### src/rtl/fxp_div_q16_pkg.sv
// fxp_div_q16_pkg: shared Q16.16 fixed-point constants and divider state type
package fxp_div_q16_pkg;
    localparam int FXP_WIDTH = 32;
    localparam int FXP_FRAC  = 16;
    localparam logic [31:0] FXP_MAX = 32'sh7FFFFFFF;
    localparam logic [31:0] FXP_MIN = 32'sh80000000;
    localparam int DIV_ITERS = FXP_WIDTH + FXP_FRAC;
    typedef enum logic [1:0] {IDLE, CALC, DONE} div_state_t;
endpackage

### src/rtl/fxp_div_q16_if.sv
// fxp_div_q16_if: operand/result valid-ready bus of the Q16.16 divider
interface fxp_div_q16_if
    import fxp_div_q16_pkg::*;
#(
    parameter int WIDTH = FXP_WIDTH
);
    logic             in_valid;
    logic             in_ready;
    logic [WIDTH-1:0] in_a;
    logic [WIDTH-1:0] in_b;
    logic             out_valid;
    logic             out_ready;
    logic [WIDTH-1:0] out_q;
    logic             out_ovf;
    logic             out_dz;
    modport master (
        output in_valid, in_a, in_b, out_ready,
        input  in_ready, out_valid, out_q, out_ovf, out_dz
    );
    modport slave (
        input  in_valid, in_a, in_b, out_ready,
        output in_ready, out_valid, out_q, out_ovf, out_dz
    );
endinterface

### src/rtl/fxp_div_q16.sv
// fxp_div_q16: sequential signed Q16.16 restoring divider; FXP_DIV_ROUND_EN adds a guard bit for round-half-away
module fxp_div_q16
    import fxp_div_q16_pkg::*;
#(
    parameter int WIDTH = FXP_WIDTH,
    parameter int FRAC  = FXP_FRAC
)(
    input logic           clk,
    input logic           rst_n,
    fxp_div_q16_if.slave  bus
);
`ifdef FXP_DIV_ROUND_EN
    localparam int RND = 1;
`else
    localparam int RND = 0;
`endif
    localparam int N  = WIDTH + FRAC + RND;
    localparam int CW = $clog2(N);

    div_state_t       state, state_nx;
    logic [CW-1:0]    cnt;
    logic             sign;
    logic [WIDTH-1:0] bm, rem, rem_nx, am_in, bm_in, q_fin, q_r;
    logic [N-1:0]     dvd, quo_nx, mq, lim;
    logic [N-2:0]     quo;
    logic [WIDTH:0]   rem_sh;
    logic             ge, last, ovf, ovf_r, dz_r, b_zero;

    assign bus.in_ready  = state == IDLE;
    assign bus.out_valid = state == DONE;
    assign bus.out_q     = q_r;
    assign bus.out_ovf   = ovf_r;
    assign bus.out_dz    = dz_r;

    assign am_in  = bus.in_a[WIDTH-1] ? -bus.in_a : bus.in_a;
    assign bm_in  = bus.in_b[WIDTH-1] ? -bus.in_b : bus.in_b;
    assign b_zero = bus.in_b == '0;
    assign last   = cnt == CW'(N - 1);

    // One restoring step plus the final sign/saturation stage, used on the last iteration
    always_comb begin
        rem_sh = {rem, dvd[N-1]};
        ge     = rem_sh >= {1'b0, bm};
        rem_nx = ge ? WIDTH'(rem_sh - {1'b0, bm}) : rem_sh[WIDTH-1:0];
        quo_nx = {quo, ge};
`ifdef FXP_DIV_ROUND_EN
        mq     = (quo_nx >> 1) + N'(quo_nx[0]);
`else
        mq     = quo_nx;
`endif
        lim    = N'(FXP_MAX) + N'(sign);
        ovf    = mq > lim;
        q_fin  = ovf ? (sign ? FXP_MIN : FXP_MAX) : (sign ? -mq[WIDTH-1:0] : mq[WIDTH-1:0]);
    end

    // State register
    always_ff @(posedge clk or negedge rst_n) begin
        if (!rst_n) state <= IDLE;
        else        state <= state_nx;
    end

    // Next-state decode; divide by zero skips CALC entirely
    always_comb begin
        state_nx = state;
        unique case (state)
            IDLE:    if (bus.in_valid) state_nx = b_zero ? DONE : CALC;
            CALC:    if (last) state_nx = DONE;
            DONE:    if (bus.out_ready) state_nx = IDLE;
            default: state_nx = IDLE;
        endcase
    end

    // Operand capture, iteration datapath and result registers
    always_ff @(posedge clk or negedge rst_n) begin
        if (!rst_n) begin
            cnt   <= '0;
            sign  <= 1'b0;
            bm    <= '0;
            rem   <= '0;
            dvd   <= '0;
            quo   <= '0;
            q_r   <= '0;
            ovf_r <= 1'b0;
            dz_r  <= 1'b0;
        end else if (state == IDLE && bus.in_valid) begin
            sign  <= bus.in_a[WIDTH-1] ^ bus.in_b[WIDTH-1];
            bm    <= bm_in;
            dvd   <= N'(am_in) << (FRAC + RND);
            rem   <= '0;
            quo   <= '0;
            cnt   <= '0;
            ovf_r <= 1'b0;
            dz_r  <= b_zero;
            if (b_zero) q_r <= bus.in_a[WIDTH-1] ? FXP_MIN : FXP_MAX;
        end else if (state == CALC) begin
            rem <= rem_nx;
            dvd <= dvd << 1;
            quo <= quo_nx[N-2:0];
            cnt <= cnt + 1'b1;
            if (last) begin
                q_r   <= q_fin;
                ovf_r <= ovf;
            end
        end
    end
endmodule

### src/flat_wrapper.sv
// flat-port wrapper written by rule: the top's interface ports become plain ports
module fxp_div_q16_flat import fxp_div_q16_pkg::*;
#(
    parameter int WIDTH = FXP_WIDTH,
    parameter int FRAC  = FXP_FRAC
)
  (clk, rst_n, bus_in_valid, bus_in_a, bus_in_b, bus_out_ready, bus_in_ready, bus_out_valid, bus_out_q, bus_out_ovf, bus_out_dz);
  fxp_div_q16_if #(.WIDTH(WIDTH)) bus_i ();
  input logic clk;
  input logic rst_n;
  input wire logic [$bits(bus_i.in_valid)-1:0] bus_in_valid;
  input wire logic [$bits(bus_i.in_a)-1:0] bus_in_a;
  input wire logic [$bits(bus_i.in_b)-1:0] bus_in_b;
  input wire logic [$bits(bus_i.out_ready)-1:0] bus_out_ready;
  output wire logic [$bits(bus_i.in_ready)-1:0] bus_in_ready;
  output wire logic [$bits(bus_i.out_valid)-1:0] bus_out_valid;
  output wire logic [$bits(bus_i.out_q)-1:0] bus_out_q;
  output wire logic [$bits(bus_i.out_ovf)-1:0] bus_out_ovf;
  output wire logic [$bits(bus_i.out_dz)-1:0] bus_out_dz;
  assign bus_i.in_valid = bus_in_valid;
  assign bus_i.in_a = bus_in_a;
  assign bus_i.in_b = bus_in_b;
  assign bus_i.out_ready = bus_out_ready;
  assign bus_in_ready = bus_i.in_ready;
  assign bus_out_valid = bus_i.out_valid;
  assign bus_out_q = bus_i.out_q;
  assign bus_out_ovf = bus_i.out_ovf;
  assign bus_out_dz = bus_i.out_dz;
  fxp_div_q16 #(.WIDTH(WIDTH), .FRAC(FRAC)) u_core (.clk(clk), .rst_n(rst_n), .bus(bus_i));
endmodule
### config.mk
export PLATFORM = sky130hd
export DESIGN_NAME = fxp_div_q16_flat
export DESIGN_NICKNAME = d
export VERILOG_FILES = /design/src/rtl/fxp_div_q16_pkg.sv /design/src/rtl/fxp_div_q16_if.sv /design/src/rtl/fxp_div_q16.sv /design/src/flat_wrapper.sv
export SDC_FILE = /design/constraint.sdc
export NUM_CORES = 1
export LEC_CHECK = 0
export ABC_AREA = 1
export BUFFER_PORTS_ARGS = -buffer_cell sky130_fd_sc_hd__buf_2
export CAP_MARGIN = 10
export CORE_ASPECT_RATIO = 0.8
export CORE_MARGIN = 5
export CORE_UTILIZATION = 50
export CTS_CLUSTER_DIAMETER = 30
export DETAILED_ROUTE_END_ITERATION = 10
export GPL_ROUTABILITY_DRIVEN = 0
export PLACE_DENSITY = 0.68
export SLEW_MARGIN = 15
export SYNTH_ARGS = -nofsm -noshare
export SYNTH_HDL_FRONTEND = slang
export SYNTH_SLANG_ARGS = --single-unit
### constraint.sdc
create_clock -name clk -period 3.7 [get_ports clk]
set_input_delay 0.74 -clock clk [delete_from_list [all_inputs] [get_ports clk]]
set_output_delay 0.74 -clock clk [all_outputs]
set_load 0.005 [all_outputs]
==> metrics.txt, run 1 <==
vias in the first global route=11,600; syn nets=1,993; Cell Area, Placed=14,040 um^2; post-route clock period utilization=0.9193; worst-path cell chain=inv_1 -> ha_1 -> a21oi_1 -> o21ai_0 -> a21oi_2 -> nand2_4 -> nand2_4 -> nand2_4 -> inv_4 -> ha_1 -> nand2_1 -> nor2_4 -> nand3_2 -> or2_4 -> nor2_4 -> nand2_2 -> o21ai_2 -> xor2_1 -> o21ai_1 -> nand2_1 -> nand2_1; Pre-antenna DRT Iters=5; sequential-to-total area share from yosys stat=0.3522; CTS tree=built; fraction of layout cells with a size suffix above 1=0.1254; most frequent cells in the layout=466 x nand2_1, 226 x inv_1, 185 x dfrtp_1; Async SR Flop Fraction=1.000; Worst EP required=4030 ps; Post-CTS Hold Fix Bufs=0; reg2reg start=u_core.bm[16]$_DFFE_PN0P_; Mapped Cells=1,856; DPL Wire Length=26.78 mm; initial antenna violation count=0; Slew Limit Fails=0; min Tclk post-route=3401 ps; GRT Overall Usage=0.2484; Synth area leaders=dfrtp_1 35%, nand2_1 13%, inv_1 6.4%; Die Footprint=29,800 um^2; count of input and output buffers=103; Antenna diodes=0; element type at the critical path end=flop; total power per unit cell area=974.4 nW/um^2; Mapped Avg Cell Area=7.121 um^2; skew final=15.14 ps; max cap viols=0; class of the worst hold path=input port to asynchronous set/reset pin; area leader, netlist=dfrtp_1; worst r2r dst=u_core.bus.out_q[24]$_DFFE_PN0P_; Core Box Area=26,190 um^2; status=completed; Die X=191.8 um; R2R depth=21; Die Height=155.4 um; Worst Setup Start Kind=flop; site row count=53; clock sinks=186; CP max FO=7; IO Pins=104; clock-pin slew on the worst setup and hold paths=80 ps; CTS H-tree depth=4; routed vias=12,440; VDD IR-drop max=0.6577 mV; Initial Utilization=0.5046; first-pass GRT wire length=59.92 mm; drc violations=0; mapped cell area=13,220 um^2; top cell type's share of synthesized area=0.3522; Final ANT Viol Nets=0; Iter 0 DRT Violations=999; Setup Viol. Count Final=0; Post-synth EDFFs=0; register bit total from synthesis=186; post-synthesis cell type count=56; post-route cell area=14,700 um^2; clock buffer depth=2; RSZ-0062 raised after global routing=yes; Worst-Margin Slew=1017 ps; Layout area overhead=11.19%; Num CTS Buffers=17; hold_ws=179.3 ps; critical path's largest stage delay=370 ps; register-to-register setup slack=300 ps; Slew HR=0.3220; largest net degree at the start of global routing=109; leakage=7.432 nW; commonest non-fill, non-tap cell in the layout=nand2_1; Final nets=2,070; crit path max-delay cell type=dfrtp_1; top_reg_cell synth=dfrtp_1; total wire length=36.56 mm; CP Class=flop to flop; Final Hold Viols=0; CTS root buffer=clkbuf_16; fmax=294.0 MHz; Via density=5.401; Ys Warns=0; GR Overflow Total=0; crit path DAT=3730 ps; worst skew pair latency=450 ps; drt wl/cell=15.88 um
worst max-delay path, delay by kind of cell, from the launching register on:
family,cells,cell delay [ps]
flops,1,370
buf+inv,2,230
compound gates,5,760
simple gates,11,1200
fa+ha+maj,2,530
xor+xnor,1,160
registers in the layout, summed over array words and instances, names as in the netlist:
name,cells
u_core.state,2
u_core.bus.out_q,32
u_core.bm,32
u_core.rem,32
u_core.cnt,6
u_core.quo,47
u_core.bus.out_ovf,1
u_core.dvd,32
u_core.bus.out_dz,1
u_core.sign,1
area by class of cell:
cell class | count | area (um^2)
well taps | 357 | 446.7
fillers | 2567 | 11500
repair buffers | 123 | 690.7
multi-input cells | 1360 | 7380
flip-flops and latches | 186 | 4656
inverters | 245 | 927.1
clock inverters | 13 | 152.6
clock buffers | 19 | 442.9
cells in the mapped netlist, types with 5 or more instances:
master	n
buf_2	10
clkbuf_1	38
or2_2	6
o211ai_1	10
a21oi_2	6
nand2_2	16
a21oi_1	86
o21ai_1	32
inv_2	15
nand4_1	27
inv_1	227
o21ai_0	147
a31oi_1	5
nor2_2	9
xnor2_1	20
nor3_2	5
a21o_1	6
xor2_1	58
nand2_1	466
buf_6	6
o22ai_1	48
dfrtp_1	186
nor3_1	22
nor2_4	7
nand3b_1	5
nor4_1	5
nand3_1	96
o21bai_1	11
buf_1	8
nor2_1	158
ha_1	68
worst max-delay path by stage:
stage	from	endpoint	slack, ps	cells past startpoint
after CTS	u_core.bm[19]$_DFFE_PN0P_	u_core.bus.out_q[24]$_DFFE_PN0P_	320	23
after global placement	u_core.rem[15]$_DFFE_PN0P_	u_core.bus.out_q[24]$_DFFE_PN0P_	410	20
final	u_core.bm[16]$_DFFE_PN0P_	u_core.bus.out_q[24]$_DFFE_PN0P_	300	21
after floorplan	u_core.rem[7]$_DFFE_PN0P_	u_core.bus.out_q[24]$_DFFE_PN0P_	540	24
after detailed placement	u_core.rem[7]$_DFFE_PN0P_	u_core.bus.out_q[24]$_DFFE_PN0P_	370	22
after global routing	u_core.bm[3]$_DFFE_PN0P_	u_core.bus.out_q[31]$_DFFE_PN0P_	-50	34
kinds of logic (layout without fill, tap and decap cells):
kind of cell | after synthesis | after routing | share of synthesized area
AOI/OAI and AO/OA | 373 | 373 | 0.1592
xor gates and xnor gates | 78 | 78 | 0.05169
adders and majority gates | 69 | 69 | 0.06589
buffers and inverters | 310 | 400 | 0.09344
DFF | 186 | 186 | 0.3522
muxes | 1 | 1 | 0.0008520
and+or+nand+nor | 839 | 839 | 0.2767
power by group:
part | internal [W] | switching (W)
sequential | 0.00294 | 0.000596
clock | 0.000982 | 0.000892
combinational | 0.00309 | 0.00582
stage by stage:
stage               total power, W  cells  setup TNS [ps]  utilization  setup slack (ps)
floorplan                  0.01002   1856               0            -             542.7
global placement           0.01203   2269               0       0.5358             409.7
detailed placement         0.01221   2269               0       0.5358             367.6
CTS                        0.01415   2301               0       0.5586             319.0
global route               0.01566   2303          -160.7       0.5610            -48.59
finish                     0.01432   2303               0       0.5610             298.7
repair_timing:
action                                  in CTS  in global routing
endpoints found under the setup margin       0                 15
endpoints found under the hold margin        0                  0
buffers inserted                             0                  2
gates resized for setup                      0                 11
per-layer routing:
layer	up-vias	GRT usage	part of all wire
li1	6217	-	-
met1	5715	0.3900	0.50
met2	465	0.3456	0.40
met3	42	0.05585	0.086
met4	0	0.05641	0.016
met5	-	0	0
Power figures use the tool's default switching activity.
==> run 2, diff against run 1 <==
Clock period 3.7 ns to 4.1 ns, I/O delays scaled along.
==> run 2 against run 1 <==
  * Combinational power down 11%
  * Sequential power down 9.9%
  * Wire length about the same
  * Global-route usage up 0.43 points
  * Utilization down 0.33 points
  * Worst setup slack better by 200 ps
  * Worst hold slack better by 190 ps
  * Total power down 11%
  * Count of clock-buffer cells in the layout down 2
==> metrics.txt, run 2 (synthesis results as in run 1) <==
total wire length=36.59 mm (was 36.56 mm); CTS root buffer=clkbuf_16 (unchanged); Worst Setup Start Kind=flop (unchanged); most frequent cells in the layout=466 x nand2_1, 227 x inv_1, 185 x dfrtp_1 (was 466 x nand2_1, 226 x inv_1, 185 x dfrtp_1); fraction of layout cells with a size suffix above 1=0.1209 (was 0.1254); CTS H-tree depth=4 (unchanged); GRT Overall Usage=0.2527 (was 0.2484); post-route clock period utilization=0.8787 (was 0.9193); Antenna diodes=0 (unchanged); setup_tns=0 ps (unchanged); fmax=277.6 MHz (was 294.0 MHz); first-pass GRT wire length=61.15 mm (was 59.92 mm); critical path's largest stage delay=400 ps (was 370 ps); largest register by flop count=u_core.quo (unchanged); DR WL met2=14.72 mm (was 14.50 mm); clock sinks=186 (unchanged); Final ANT Viol Nets=0 (unchanged); Layout Utilization=0.5577 (was 0.5610); commonest non-fill, non-tap cell in the layout=nand2_1 (unchanged); crit path DAT=3930 ps (was 3730 ps); Top cell by count, worst path=nand2_1; RSZ-0062 raised after global routing=no (was yes); total power per unit cell area=871.7 nW/um^2 (was 974.4 nW/um^2); metal3 WL=2.709 mm (was 3.160 mm); largest net degree at the start of global routing=87 (was 109); Final nets=2,068 (was 2,070); Layout area overhead=10.54% (was 11.19%); cts repair resizes=0 (unchanged); skew final=14.20 ps (was 15.14 ps); crit path max-delay cell type=dfrtp_1 (unchanged); element type at the critical path end=flop (unchanged); total power draw=0.01273 W (was 0.01432 W); Iter 0 DRT Violations=1,220 (was 999); site row count=53 (unchanged); Post-CTS Hold Fix Bufs=0 (unchanged); worst skew pair latency=440 ps (was 450 ps); clock-pin slew on the worst setup and hold paths=80 ps (about the same); leakage=7.414 nW (was 7.432 nW); postcts setup bufs=0 (unchanged); Die Footprint=29,800 um^2 (unchanged); drt wl/cell=15.91 um (was 15.88 um); Worst-Margin Slew=970.8 ps (was 1017 ps); status=completed (unchanged); routed vias=12,420 (was 12,440); VDD IR-drop max=0.5903 mV (was 0.6577 mV); drc violations=0 (unchanged); Slew HR=0.3528 (was 0.3220); Initial Utilization=0.5046 (unchanged); Die Height=155.4 um (unchanged); Setup Viol. Count Final=0 (unchanged); DP Cell Count=2,269 (unchanged); Worst EP required=4430 ps (was 4030 ps); count of input and output buffers=103 (unchanged); clock buffer depth=2 (unchanged); Pre-antenna DRT Iters=6 (was 5); IO Pins=104 (unchanged); CP Class=flop to flop (unchanged); initial antenna violation count=2 (was 0); DPL Wire Length=26.81 mm (was 26.78 mm); max cap viols=0 (unchanged); Layout Cells excl Fill=2,300 (was 2,303); Die X=191.8 um (unchanged); WL met1=18.78 mm (was 18.32 mm); CP max FO=18 (was 7); vias in the first global route=11,850 (was 11,600); hold_ws=369.7 ps (was 179.3 ps); Core Box Area=26,190 um^2 (unchanged); max layer used=met5 (was met4); Final Hold Viols=0 (unchanged); Slew Limit Fails=0 (unchanged); flip-flop count of the largest register after layout=47 (unchanged); CTS tree=built (unchanged); min Tclk post-route=3603 ps (was 3401 ps); Via density=5.399 (was 5.401); GR Overflow Total=0 (unchanged); Num CTS Buffers=17 (unchanged); class of the worst hold path=input port to asynchronous set/reset pin (unchanged)
-- run 2: cell types whose count changed in the layout (fill, tap and decap cells not counted), sizes merged --
cell and change:
buf -2, bufinv -1, clkbuf -2, clkinv +1, inv +1
-- run 2: final timing paths --
path | start | end | slack [ps] | cells past startpoint
setup / recovery | u_core.rem[7]$_DFFE_PN0P_ | u_core.bus.out_q[8]$_DFFE_PN0P_ | 500 | 30
max in group asynchronous | rst_n | u_core.bus.out_q[20]$_DFFE_PN0P_ | 2860 | 2
hold reg to reg | u_core.bus.out_q[2]$_DFFE_PN0P_ | u_core.bus.out_q[2]$_DFFE_PN0P_ | 480 | 2
hold / removal | rst_n | u_core.dvd[32]$_DFFE_PN0P_ | 370 | 1
setup reg to reg | u_core.rem[7]$_DFFE_PN0P_ | u_core.bus.out_q[8]$_DFFE_PN0P_ | 500 | 30
min in group clk | u_core.bus.out_q[2]$_DFFE_PN0P_ | u_core.bus.out_q[2]$_DFFE_PN0P_ | 480 | 2
-- run 2: report_power, final --
part	switching [W]	internal [W]	leakage, nW	total [W]
logic	0.00520	0.00272	4.79	0.00792
registers	0.000527	0.00265	2.35	0.00318
clock network	0.000822	0.000812	0.276	0.00163
total	0.00655	0.00618	7.41	0.0127
-- run 2: metal layers --
layer | vias to the layer above | global-route usage
li1 | 6204 | -
met1 | 5744 | 0.4021
met2 | 431 | 0.3576
met3 | 36 | 0.04711
met4 | 2 | 0.04752
met5 | - | 0
-- run 2: stage by stage --
stage	worst slack (ps)	instance area, um^2
2_1_floorplan	942.7	13220
3_3_place_gp	633.8	14040
3_5_place_dp	608.3	14040
4_1_cts	567.6	14610
5_1_grt	158.3	14610
6_report	497.5	14610
-- run 2: worst max-delay path: cells and delay by family (launching register included) --
kind                     cells  cell delay, ps
adder cells (fa/ha/maj)      2             500
AND/OR/NAND/NOR             21            1700
flip-flops                   1             400
AO/OA/AOI/OAI                2             320
buffers and inverters        5             560
-- run 2: layout make-up --
type / count / area (um^2)
Clock buffer: 17 / 425.4
Clock inverter: 14 / 147.6
Fill cell: 2539 / 11580
Inverter: 245 / 922.1
Multi-Input combinational cell: 1360 / 7340
Sequential cell: 186 / 4656
Tap cell: 357 / 446.7
Timing Repair Buffer: 121 / 671.9
==> run 3, diff against run 2 <==
Settings changed: MAX_ROUTING_LAYER set to met4, REMOVE_ABC_BUFFERS set to 1.
==> run 3 against run 2 <==
  * First-iteration DRC count fell by 13%
  * Combinational power fell by 2%
  * Sequential cell count did not move
  * Wire length fell by 3.6%
  * Total power barely moved
  * Critical path type unchanged
  * Highest routed layer is now met4
==> metrics.txt, run 3 (synthesis results as in run 1) <==
Worst EP required=4440 ps (was 4430 ps); drt wl/cell=15.34 um (was 15.91 um); Crit path buffers/inverters=3 (was 5); GRT Overall Usage=0.2490 (was 0.2527); count of input and output buffers=103 (unchanged); beginning of the critical path=u_core.rem[7]$_DFFE_PN0P_ (unchanged); most frequent cells in the layout=466 x nand2_1, 227 x inv_1, 185 x dfrtp_1 (unchanged); class of the worst hold path=input port to asynchronous set/reset pin (unchanged); CTS tree=built (unchanged); clock-pin slew on the worst setup and hold paths=80 ps (about the same); CP endpoint=u_core.bus.out_q[24]$_DFFE_PN0P_ (was u_core.bus.out_q[8]$_DFFE_PN0P_); IO Pins=104 (unchanged); # fillers=2,566 (was 2,539); Iter 0 DRT Violations=1,058 (was 1,220); leakage=7.438 nW (was 7.414 nW); element type at the critical path end=flop (unchanged); clock buffer depth=2 (unchanged); Initial Utilization=0.5046 (unchanged); crit path max-delay cell type=dfrtp_1 (unchanged); CP max FO=21 (was 18); postcts setup bufs=0 (unchanged); vias in the first global route=11,890 (was 11,850); DP Cell Count=2,268 (was 2,269); crit path DAT=3920 ps (was 3930 ps); reg2reg start=u_core.rem[7]$_DFFE_PN0P_ (unchanged); Slew HR=0.4692 (was 0.3528); first-pass GRT wire length=59.09 mm (was 61.15 mm); min Tclk post-route=3578 ps (was 3603 ps); total wire length=35.28 mm (was 36.59 mm); hold_ws=410.6 ps (was 369.7 ps); largest net degree at the start of global routing=93 (was 87); worst-path cell chain=ha_1 -> nand2_2 -> inv_1 -> a21oi_2 -> nand3_2 -> nand2_2 -> nand2_4 -> nand2_4 -> nand2_4 -> inv_4 -> buf_4 -> ha_1 -> nand2_1 -> nor2_4 -> nand3_2 -> or2_4 -> nor2_4 -> nand2_2 -> o21ai_2 -> xor2_1 -> o21ai_1 -> nand2_1 -> nand2_1; routed vias=12,500 (was 12,420); clock sinks=186 (unchanged); CP Class=flop to flop (unchanged); fmax=279.5 MHz (was 277.6 MHz); Worst-Margin Slew=796.2 ps (was 970.8 ps); Antenna diodes=0 (unchanged); skew final=13.13 ps (was 14.20 ps); flip-flop count of the largest register after layout=47 (unchanged); Final ANT Viol Nets=0 (unchanged); largest register by flop count=u_core.quo (unchanged); fraction of layout cells with a size suffix above 1=0.1204 (was 0.1209); drc violations=0 (unchanged); Die Height=155.4 um (unchanged); critical path's largest stage delay=390 ps (was 400 ps); Layout area overhead=10.91% (was 10.54%); Worst path top cell family by delay=simple AND/OR/NAND/NOR gates (unchanged); worst skew pair latency=440 ps (about the same); Levels on crit path=23 (was 30); site row count=53 (unchanged); Worst Setup Start Kind=flop (unchanged); CTS root buffer=clkbuf_16 (unchanged); max cap viols=0 (unchanged); commonest non-fill, non-tap cell in the layout=nand2_1 (unchanged); cts repair resizes=0 (unchanged); R2R depth=23 (was 30); Pre-antenna DRT Iters=7 (was 6); register-to-register setup slack=520 ps (was 500 ps); DPL Wire Length=25.82 mm (was 26.81 mm); status=completed (unchanged); Core Box Area=26,190 um^2 (unchanged); Final nets=2,067 (was 2,068); RSZ-0062 raised after global routing=no (unchanged); Die X=191.8 um (unchanged); Layout Cells excl Fill=2,300 (unchanged); Die Footprint=29,800 um^2 (unchanged); total power per unit cell area=869.6 nW/um^2 (was 871.7 nW/um^2); initial antenna violation count=0 (was 2); Final Hold Viols=0 (unchanged); setup_tns=0 ps (unchanged); worst r2r dst=u_core.bus.out_q[24]$_DFFE_PN0P_ (was u_core.bus.out_q[8]$_DFFE_PN0P_); CTS H-tree depth=4 (unchanged); Post-CTS Hold Fix Bufs=0 (unchanged); total power draw=0.01275 W (was 0.01273 W); GR Overflow Total=0 (unchanged); VDD IR-drop max=0.4310 mV (was 0.5903 mV); Num CTS Buffers=17 (unchanged); Layout Utilization=0.5596 (was 0.5577); post-route clock period utilization=0.8728 (was 0.8787); Setup Viol. Count Final=0 (unchanged); Via density=5.433 (was 5.399); Slew Limit Fails=0 (unchanged)
==> run 3: final cells by class <==
class | count | area [um^2] | share of cell area
clock buffer | 21 | 470.5 | 0.03210
clock inverter | 11 | 158.9 | 0.01084
sequential | 186 | 4656 | 0.3176
tap | 357 | 446.7 | 0.03047
timing repair buffer | 120 | 664.4 | 0.04533
multi-input combinational | 1360 | 7340 | 0.5007
inverter | 245 | 922.1 | 0.06291
==> run 3: stage by stage <==
| step | cell area (um^2) | setup slack, ps |
|---|---|---|
| global route | 14660 | 108.1 |
| floorplan | 12900 | -1044 |
| detailed placement | 14030 | 553.7 |
| finish | 14660 | 521.7 |
| global placement | 14030 | 603.4 |
| CTS | 14660 | 535.7 |
==> run 3: worst min path at each step <==
stage	depth (start not counted)	endpoint	slack [ps]	start
after detailed placement	2	u_core.bus.out_q[10]$_DFFE_PN0P_	460	u_core.bus.out_q[10]$_DFFE_PN0P_
final	1	u_core.bus.out_q[25]$_DFFE_PN0P_	410	rst_n
after global routing	1	u_core.bus.out_q[23]$_DFFE_PN0P_	500	rst_n
after floorplan	2	u_core.dvd[16]$_DFFE_PN0P_	450	u_core.dvd[16]$_DFFE_PN0P_
after CTS	1	u_core.bus.out_q[23]$_DFFE_PN0P_	470	rst_n
after global placement	2	u_core.bus.out_q[18]$_DFFE_PN0P_	460	u_core.bus.out_q[18]$_DFFE_PN0P_
==> run 3: worst reg2reg max path, stage by stage, from the launching register on <==
cell	delay (ps)
dfrtp_1	390
ha_1	370
nand2_2	150
inv_1	70
a21oi_2	140
nand3_2	150
nand2_2	110
nand2_4	80
nand2_4	110
nand2_4	60
inv_4	50
buf_4	270
ha_1	270
nand2_1	100
nor2_4	130
nand3_2	90
or2_4	270
nor2_4	120
nand2_2	80
o21ai_2	130
xor2_1	150
o21ai_1	70
nand2_1	70
nand2_1	50
==> run 3: report_power, final <==
| group | leakage [nW] | switching, W | internal [W] |
|---|---|---|---|
| clock network | 0.305 | 0.000770 | 0.00102 |
| registers | 2.35 | 0.000533 | 0.00265 |
| logic | 4.78 | 0.00506 | 0.00271 |
==> run 3: layer usage <==
metal | global-route usage | wire [um] | up-vias
met1 | 0.3557 | 16890 | 5832
met3 | 0.04150 | 2487 | 53
li1 | - | - | 6220
met5 | - | 0 | -
met2 | 0.3688 | 15190 | 391
met4 | 0.06564 | 702 | 0
